## config.mk

```make
export PLATFORM = sky130hd
export DESIGN_NAME = alu_cmd_issuer
export DESIGN_NICKNAME = d
export VERILOG_FILES = /design/src/rtl/alu_pkg.sv /design/src/rtl/alu_cmd_issuer_sat_counter.sv /design/src/rtl/alu_cmd_issuer.sv
export SDC_FILE = /design/constraint.sdc
export NUM_CORES = 1
export LEC_CHECK = 0
export ABC_AREA = 1
export BUFFER_PORTS_ARGS = -buffer_cell sky130_fd_sc_hd__buf_2
export CAP_MARGIN = 40
export CORE_MARGIN = 4
export CORE_UTILIZATION = 30
export DETAILED_ROUTE_END_ITERATION = 10
export MAX_ROUTING_LAYER = met4
export SETUP_SLACK_MARGIN = 0.02
export SLEW_MARGIN = 20
export SYNTH_ARGS = -nofsm -noshare
export SYNTH_HDL_FRONTEND = slang
export SYNTH_SLANG_ARGS = --single-unit
```

## constraint.sdc

```tcl
create_clock -name clk -period 4.55 [get_ports clk]
set_input_delay 0.2275 -clock clk [delete_from_list [all_inputs] [get_ports clk]]
set_output_delay 0.2275 -clock clk [all_outputs]
set_load 0.005 [all_outputs]
```

## src/rtl/alu_pkg.sv

```systemverilog
// Shared definitions for the ALU command issuer: opcodes, flag/status bit
// positions and the issuer state encoding.
package alu_pkg;

  localparam logic [3:0] OP_ADD = 4'b0000;
  localparam logic [3:0] OP_SUB = 4'b0001;
  localparam logic [3:0] OP_MUL = 4'b0010;
  localparam logic [3:0] OP_DIV = 4'b0011;
  localparam logic [3:0] OP_EQ  = 4'b1011;

  // Bit positions inside alu_flags / rsp_status; the timeout bit sits above the ALU flags.
  localparam int FLG_Z       = 0;
  localparam int FLG_C       = 1;
  localparam int FLG_V       = 2;
  localparam int FLG_S       = 3;
  localparam int FLG_E       = 4;
  localparam int STS_TIMEOUT = 5;

  typedef enum logic [1:0] {
    ST_IDLE  = 2'd0,
    ST_ISSUE = 2'd1,
    ST_WAIT  = 2'd2,
    ST_RESP  = 2'd3
  } issuer_state_t;

endpackage

```

## src/rtl/alu_cmd_issuer_sat_counter.sv

```systemverilog
// Saturating up-counter: sticks at all-ones instead of wrapping.
module sat_counter #(
  parameter int W = 16
) (
  input  logic         clk,
  input  logic         rst_n,
  input  logic         inc,
  output logic [W-1:0] count
);

  always_ff @(posedge clk or negedge rst_n) begin
    if (!rst_n) begin
      count <= '0;
    end else if (inc && (count != {W{1'b1}})) begin
      count <= count + W'(1);
    end
  end

endmodule

```

## src/rtl/alu_cmd_issuer.sv

```systemverilog
// Initiator side of the ALU start/ready handshake: issues one command at a
// time, waits for completion or timeout, and holds the response for a consumer.
module alu_cmd_issuer
  import alu_pkg::*;
#(
  parameter int N              = 8,
  parameter int TIMEOUT_CYCLES = 64,
  parameter int TAG_W          = 4
) (
  input  logic             clk,
  input  logic             rst_n,
  input  logic             cmd_valid,
  output logic             cmd_ready,
  input  logic [3:0]       cmd_opcode,
  input  logic [N-1:0]     cmd_a,
  input  logic [N-1:0]     cmd_b,
  input  logic [TAG_W-1:0] cmd_tag,
  output logic             alu_start,
  output logic [3:0]       alu_opcode,
  output logic [N-1:0]     alu_a,
  output logic [N-1:0]     alu_b,
  input  logic             alu_ready,
  input  logic [2*N-1:0]   alu_result,
  input  logic [4:0]       alu_flags,
  output logic             rsp_valid,
  input  logic             rsp_ready,
  output logic [2*N-1:0]   rsp_result,
  output logic [5:0]       rsp_status,
  output logic [TAG_W-1:0] rsp_tag,
  output logic [15:0]      ops_done,
  output logic [15:0]      err_count
);

  localparam int CW = (TIMEOUT_CYCLES > 2) ? $clog2(TIMEOUT_CYCLES) : 1;
  localparam logic [CW-1:0] TO_LAST = CW'(TIMEOUT_CYCLES - 1);

  issuer_state_t state, state_next;
  logic [CW-1:0] to_cnt;
  logic          to_expired;
  logic          handoff;
  logic          rsp_is_err;

  assign to_expired = (to_cnt == TO_LAST);
  assign handoff    = (state == ST_RESP) && rsp_ready;
  assign rsp_is_err = rsp_status[FLG_E] | rsp_status[STS_TIMEOUT];

  // Outputs decode straight from the state register so reset clears them asynchronously.
  assign cmd_ready = rst_n && (state == ST_IDLE);
  assign alu_start = (state == ST_ISSUE);
  assign rsp_valid = (state == ST_RESP);

  always_ff @(posedge clk or negedge rst_n) begin
    if (!rst_n) begin
      state <= ST_IDLE;
    end else begin
      state <= state_next;
    end
  end

  always_comb begin
    state_next = state;
    case (state)
      ST_IDLE:  if (cmd_valid) state_next = ST_ISSUE;
      ST_ISSUE: state_next = ST_WAIT;
      ST_WAIT:  if (alu_ready || to_expired) state_next = ST_RESP;
      ST_RESP:  if (rsp_ready) state_next = ST_IDLE;
      default:  state_next = ST_IDLE;
    endcase
  end

  // alu_ready is deliberately not looked at in ISSUE: it may still be high from the last op.
  always_ff @(posedge clk or negedge rst_n) begin
    if (!rst_n) begin
      alu_opcode <= '0;
      alu_a      <= '0;
      alu_b      <= '0;
      rsp_tag    <= '0;
      rsp_result <= '0;
      rsp_status <= '0;
      to_cnt     <= '0;
    end else begin
      case (state)
        ST_IDLE: begin
          if (cmd_valid) begin
            alu_opcode <= cmd_opcode;
            alu_a      <= cmd_a;
            alu_b      <= cmd_b;
            rsp_tag    <= cmd_tag;
          end
        end
        ST_ISSUE: to_cnt <= '0;
        ST_WAIT: begin
          if (alu_ready) begin
            rsp_result <= alu_result;
            rsp_status <= {1'b0, alu_flags};
          end else if (to_expired) begin
            rsp_result <= '0;
            rsp_status <= 6'b100000;
          end else begin
            to_cnt <= to_cnt + CW'(1);
          end
        end
        default: ;
      endcase
    end
  end

  sat_counter #(.W(16)) u_ops_done (
    .clk   (clk),
    .rst_n (rst_n),
    .inc   (handoff),
    .count (ops_done)
  );

  sat_counter #(.W(16)) u_err_count (
    .clk   (clk),
    .rst_n (rst_n),
    .inc   (handoff && rsp_is_err),
    .count (err_count)
  );

endmodule

```

Word level (Yosys, flattened, before mapping)
Cells that the tools add are included.

storage, ports and cells
  output and inout port bits = 81
  input bits = 50
  register bits after elaboration = 86
  logic and storage cells = 49

cells by class
  eq/ne operators = 11
  reductions and logical operators = 13
  bitwise operators = 1
  mux-type cells = 11
  $add $sub $neg = 3

operators by type and width
  cell                   count
  $add 16x1->16 const B  2
  $mux 16                2
  $ne 16x16->1 const B   2
  $mux 6                 4
  $pmux 6 s2             1
  $ne 2x2->1 const B     4
  $pmux 2 s4             1
  $add 6x1->6 const B    1
  $eq 6x6->1 const B     1
  $mux 2                 3
  $reduce_and 3->1       2
  $logic_and 1x1->1      5
  $eq 2x2->1 const B     2
  $reduce_and 2->1       2
  $reduce_bool 2->1      2
  $eq 2x1->1 const B     1
  $logic_not 2->1        1
  $ne 2x1->1 const B     1
  $logic_or 1x1->1       1
  $or 1x1->1             1

Longest topological paths before layout
  depth in word-level cells = 4
  mapped depth = 10

Cells and area by module
From an unflattened synthesis, not the netlist that was laid out.

unflattened totals
  cell total of the unflattened synthesis = 525
  area, all modules = 4,420.5 um^2

by module, submodules not included
  module          cells each  instances  area each (um^2)
  alu_cmd_issuer  227         1          2,303.5
  sat_counter     149         2          1,058.5

Least setup slack after synthesis
OpenSTA, ideal clock, no wires.

  path kind = reg2reg
  from = register state[0]
  to = register alu_a[0]
  slack = 3.045 ns
  library setup time = 0.125 ns
  path buffers = 1
  arrival time = 1.380 ns
  stages on the path, launching flop included = 6
  period minus slack after synthesis = 1.505 ns
  cells stage by stage = dfrtp_1 inv_1 ha_1 nand2_1 buf_2 mux2_2

between the ends
  word-level cells in the longest chain between the ends = 2

RTL lines
  element                            RTL line              source
  from (decl)                        alu_cmd_issuer.sv:37  issuer_state_t state, state_next;
  from (signal assigned)             alu_cmd_issuer.sv:56  state <= state_next;
  $logic_not 2->1                    alu_cmd_issuer.sv:82  case (state)
  $reduce_and 2->1 (no source line)  --
  to (signal assigned)               alu_cmd_issuer.sv:86  alu_a <= cmd_a;
  to (decl)                          alu_cmd_issuer.sv:20  output logic [N-1:0] alu_a,

No other way between the ends.
A chain may end at the register's enable or synchronous reset.

Worst setup path in the final report
  from = register to_cnt[0]
  to = register to_cnt[5]

between the ends
  word-level cells in the longest chain between the ends = 4
  elaborated cells on any way between the ends = 7
  classes of those cells = add/sub (1); eq/ne (2); mux (3); reduce/logical (1)

RTL lines
  element                 RTL line               source
  from (decl)             alu_cmd_issuer.sv:38   logic [CW-1:0] to_cnt;
  from (signal assigned)  alu_cmd_issuer.sv:100  to_cnt <= to_cnt + CW'(1);
  $add 6x1->6             alu_cmd_issuer.sv:100
  $mux 6                  alu_cmd_issuer.sv:96   end else if (to_expired) begin
  $mux 6                  alu_cmd_issuer.sv:93   if (alu_ready) begin
  $pmux 6 s2              alu_cmd_issuer.sv:82

Parallel ways exist; a longest one is shown, timed or not. The select of a mux whose other input is x is not followed.

==> results_dict.tcl <==
set metrics [dict create \
    io_buffers 130 \
    finalHoldViolCount 0 \
    drt_iter0_markers 202 \
    syn_area_per_cell_um2 8.33 \
    grt_max_degree 52 \
    yosysTopAreaCell "dfrtp_1" \
    max_clock_freq_ghz 0.489 \
    cp.arrival_ns 2.26 \
    clk_path_buf_depth 2 \
    synth_xor_area_frac 0.0289 \
    finClkSkew_ns 0.00610 \
    die_h_um 127 \
    htree_num_levels 3 \
    antenna_found_initial 0 \
    die_width_um 127 \
    fp-row-count 43 \
    worstMarginPinSlew_ns 0.820 \
    start_util 0.305 \
    netlist.area_leader.share 0.508 \
    post-dp-hpwl_um 7580 \
    syn_area_um2 4240 \
    layout_common_cells "nand2_1 (215), buf_2 (129), dfrtp_1 (86), inv_1 (41), nor2_1 (37)" \
    synthTopCellsByArea "dfrtp_1 (51%), nand2_1 (19%), mux2_2 (6.4%), inv_1 (3.6%), nor2_1 (3.4%)" \
    setup_ws_ns 2.50 \
    grt_overflow 0 \
    num_vias 3671 \
    route.detailed.drc 0 \
    cp_max_fo 22 \
    synth-simple-area-share 0.291 \
    crit_path_end_kind "flip-flop" \
    yosysSeqAreaShare 0.508 \
    syn_to_final_growth_pct 27.0 \
    synth_compound_gate_area_share 0.0313 \
    final_net_count 700 \
    clk_pin_slew_ns 0.06 \
    cts_resized 0 \
    grt_pass1_wl_um 17100 \
    ios 131 \
    firstDrtPassIters 4 \
    synth_seq_cells 86 \
    clock-sinks 86 \
    post_cts_buffers 0 \
    clkLatencyLatePin_ns 0.34 \
    synthCells 509 \
    hold_path.class "in2reg" \
    required_ns 4.77 \
    grt_pass1_vias 3631 \
    startpoint_type "flip-flop" \
    status "finished, final reports clean" \
    wirelength_um 10200 \
    vdd.ir_drop.worst_uv 270 \
    place_ws_ns 2.48 \
    design_area_um2 5380 \
    antenna_left 0 \
    synthAdderAreaFrac 0.0236 \
    maxSlewHeadroom 0.449 \
    yosys_warnings 0 \
    final.min_clock_period_ns 2.05 \
    synth.distinct_cells 28 \
    cts_tree "yes" \
    synthMuxAreaShare 0.0638 \
    rsz0062_at_grt "false" \
    cellPowerDensity_nw_per_um2 534 \
    vias_per_cell 4.45 \
    cap_violations 0 \
    finalSetupTns_ns 0 \
    postPlaceCellArea_um2 5090 \
    cts_buffers 9 \
    min_period_over_period 0.449 \
    r2r_slack_ns 2.50 \
    grt_use_total 0.134 \
    maxSlewViolCount 0 \
    leakage_nw 2.77 \
    hold_buffers 1 \
    final_common_cell "nand2_1" \
    layout-drive-gt1-share 0.281 \
    diodes 0 \
    die_area_um2 16100 \
    syn-num-nets 567 \
    setup_viol 0 \
    core-area_um2 13900 \
    root_buffer "clkbuf_16" \
    synth_top_family_by_area "simple AND/OR/NAND/NOR gates" \
    gp_congestion 0.815 \
    total_power_mw 2.87 \
    worstSetupPathType "reg2reg" \
    wire_per_inst_um 12.4 \
]
area by class of cell:
class	instances	area (um^2)
fillers	1433	8500
flip-flops and latches	86	2150
clock inverters	4	50.0
repair buffers	133	698
well taps	180	225
clock buffers	10	229
multi-input cells	368	1860
inverters	44	166
synth_stat cells (all sizes together):
master    n
nand2   219
dfrtp    86
inv      43
nor2     40
mux2     24
nand3    21
o21ai    21
nand4    14
xnor2    10
buf       9
ha        8
xor2      4
nand3b    3
a21oi     2
clkbuf    2
and2      1
clkinv    1
o22ai     1
worst max-delay path, cell delays in order (launching register included):
cell,delay [ns]
dfrtp_1,0.40
ha_1,0.22
nand2_1,0.10
nor2_2,0.06
nand2_1,0.09
nand2_1,0.06
nand2_1,0.54
nand2_2,0.25
nand2_1,0.13
o21ai_0,0.08
per-stage QoR:
stage	util	hold WS (ns)	cells
after floorplan	-	-0.0681	509
final	0.388	0.0821	825
after detailed placement	0.367	0.318	810
after CTS	0.388	0.0660	825
after global placement	0.365	0.316	809
after global routing	0.388	0.0815	825
final timing paths:
check                         startpoint             endpoint  cells after the start
hold / removal             alu_result[9]        rsp_result[9]                      3
hold reg to reg            rsp_result[7]        rsp_result[7]                      2
min in group asynchronous          rst_n  u_ops_done.count[3]                      2
max in group asynchronous          rst_n             alu_b[6]                      3
setup reg to reg               to_cnt[0]            to_cnt[5]                      9
setup / recovery               to_cnt[0]            to_cnt[5]                      9
kinds of logic after synthesis:
group / count (synthesis)
AO/OA/AOI/OAI: 24
XOR/XNOR: 14
adder cells (fa/ha/maj): 8
buffers and inverters: 55
flip-flops: 86
multiplexers: 24
AND/OR/NAND/NOR: 298
metal layers:
layer	wire, um	global-route usage	vias up
met3	697	0.0408	11
met4	146	0.0511	0
met5	0	-	-
met2	4620	0.205	115
met1	4760	0.168	1680
li1	-	-	1865
power breakdown:
| group | leakage (nW) | switching, mW | internal [mW] | total (mW) |
|---|---|---|---|---|
| registers | 1.10 | 0.189 | 1.03 | 1.22 |
| logic | 1.53 | 0.487 | 0.448 | 0.935 |
| clock network | 0.130 | 0.303 | 0.419 | 0.722 |
| total | 2.77 | 0.979 | 1.89 | 2.87 |
registers in the layout (all words and copies together), names as in the netlist, 4 cells and up:
register,count
rsp_result,16
u_err_count.count,16
u_ops_done.count,16
alu_a,8
alu_b,8
rsp_status,6
to_cnt,6
alu_opcode,4
rsp_tag,4
(Power assumes the default switching activity.)
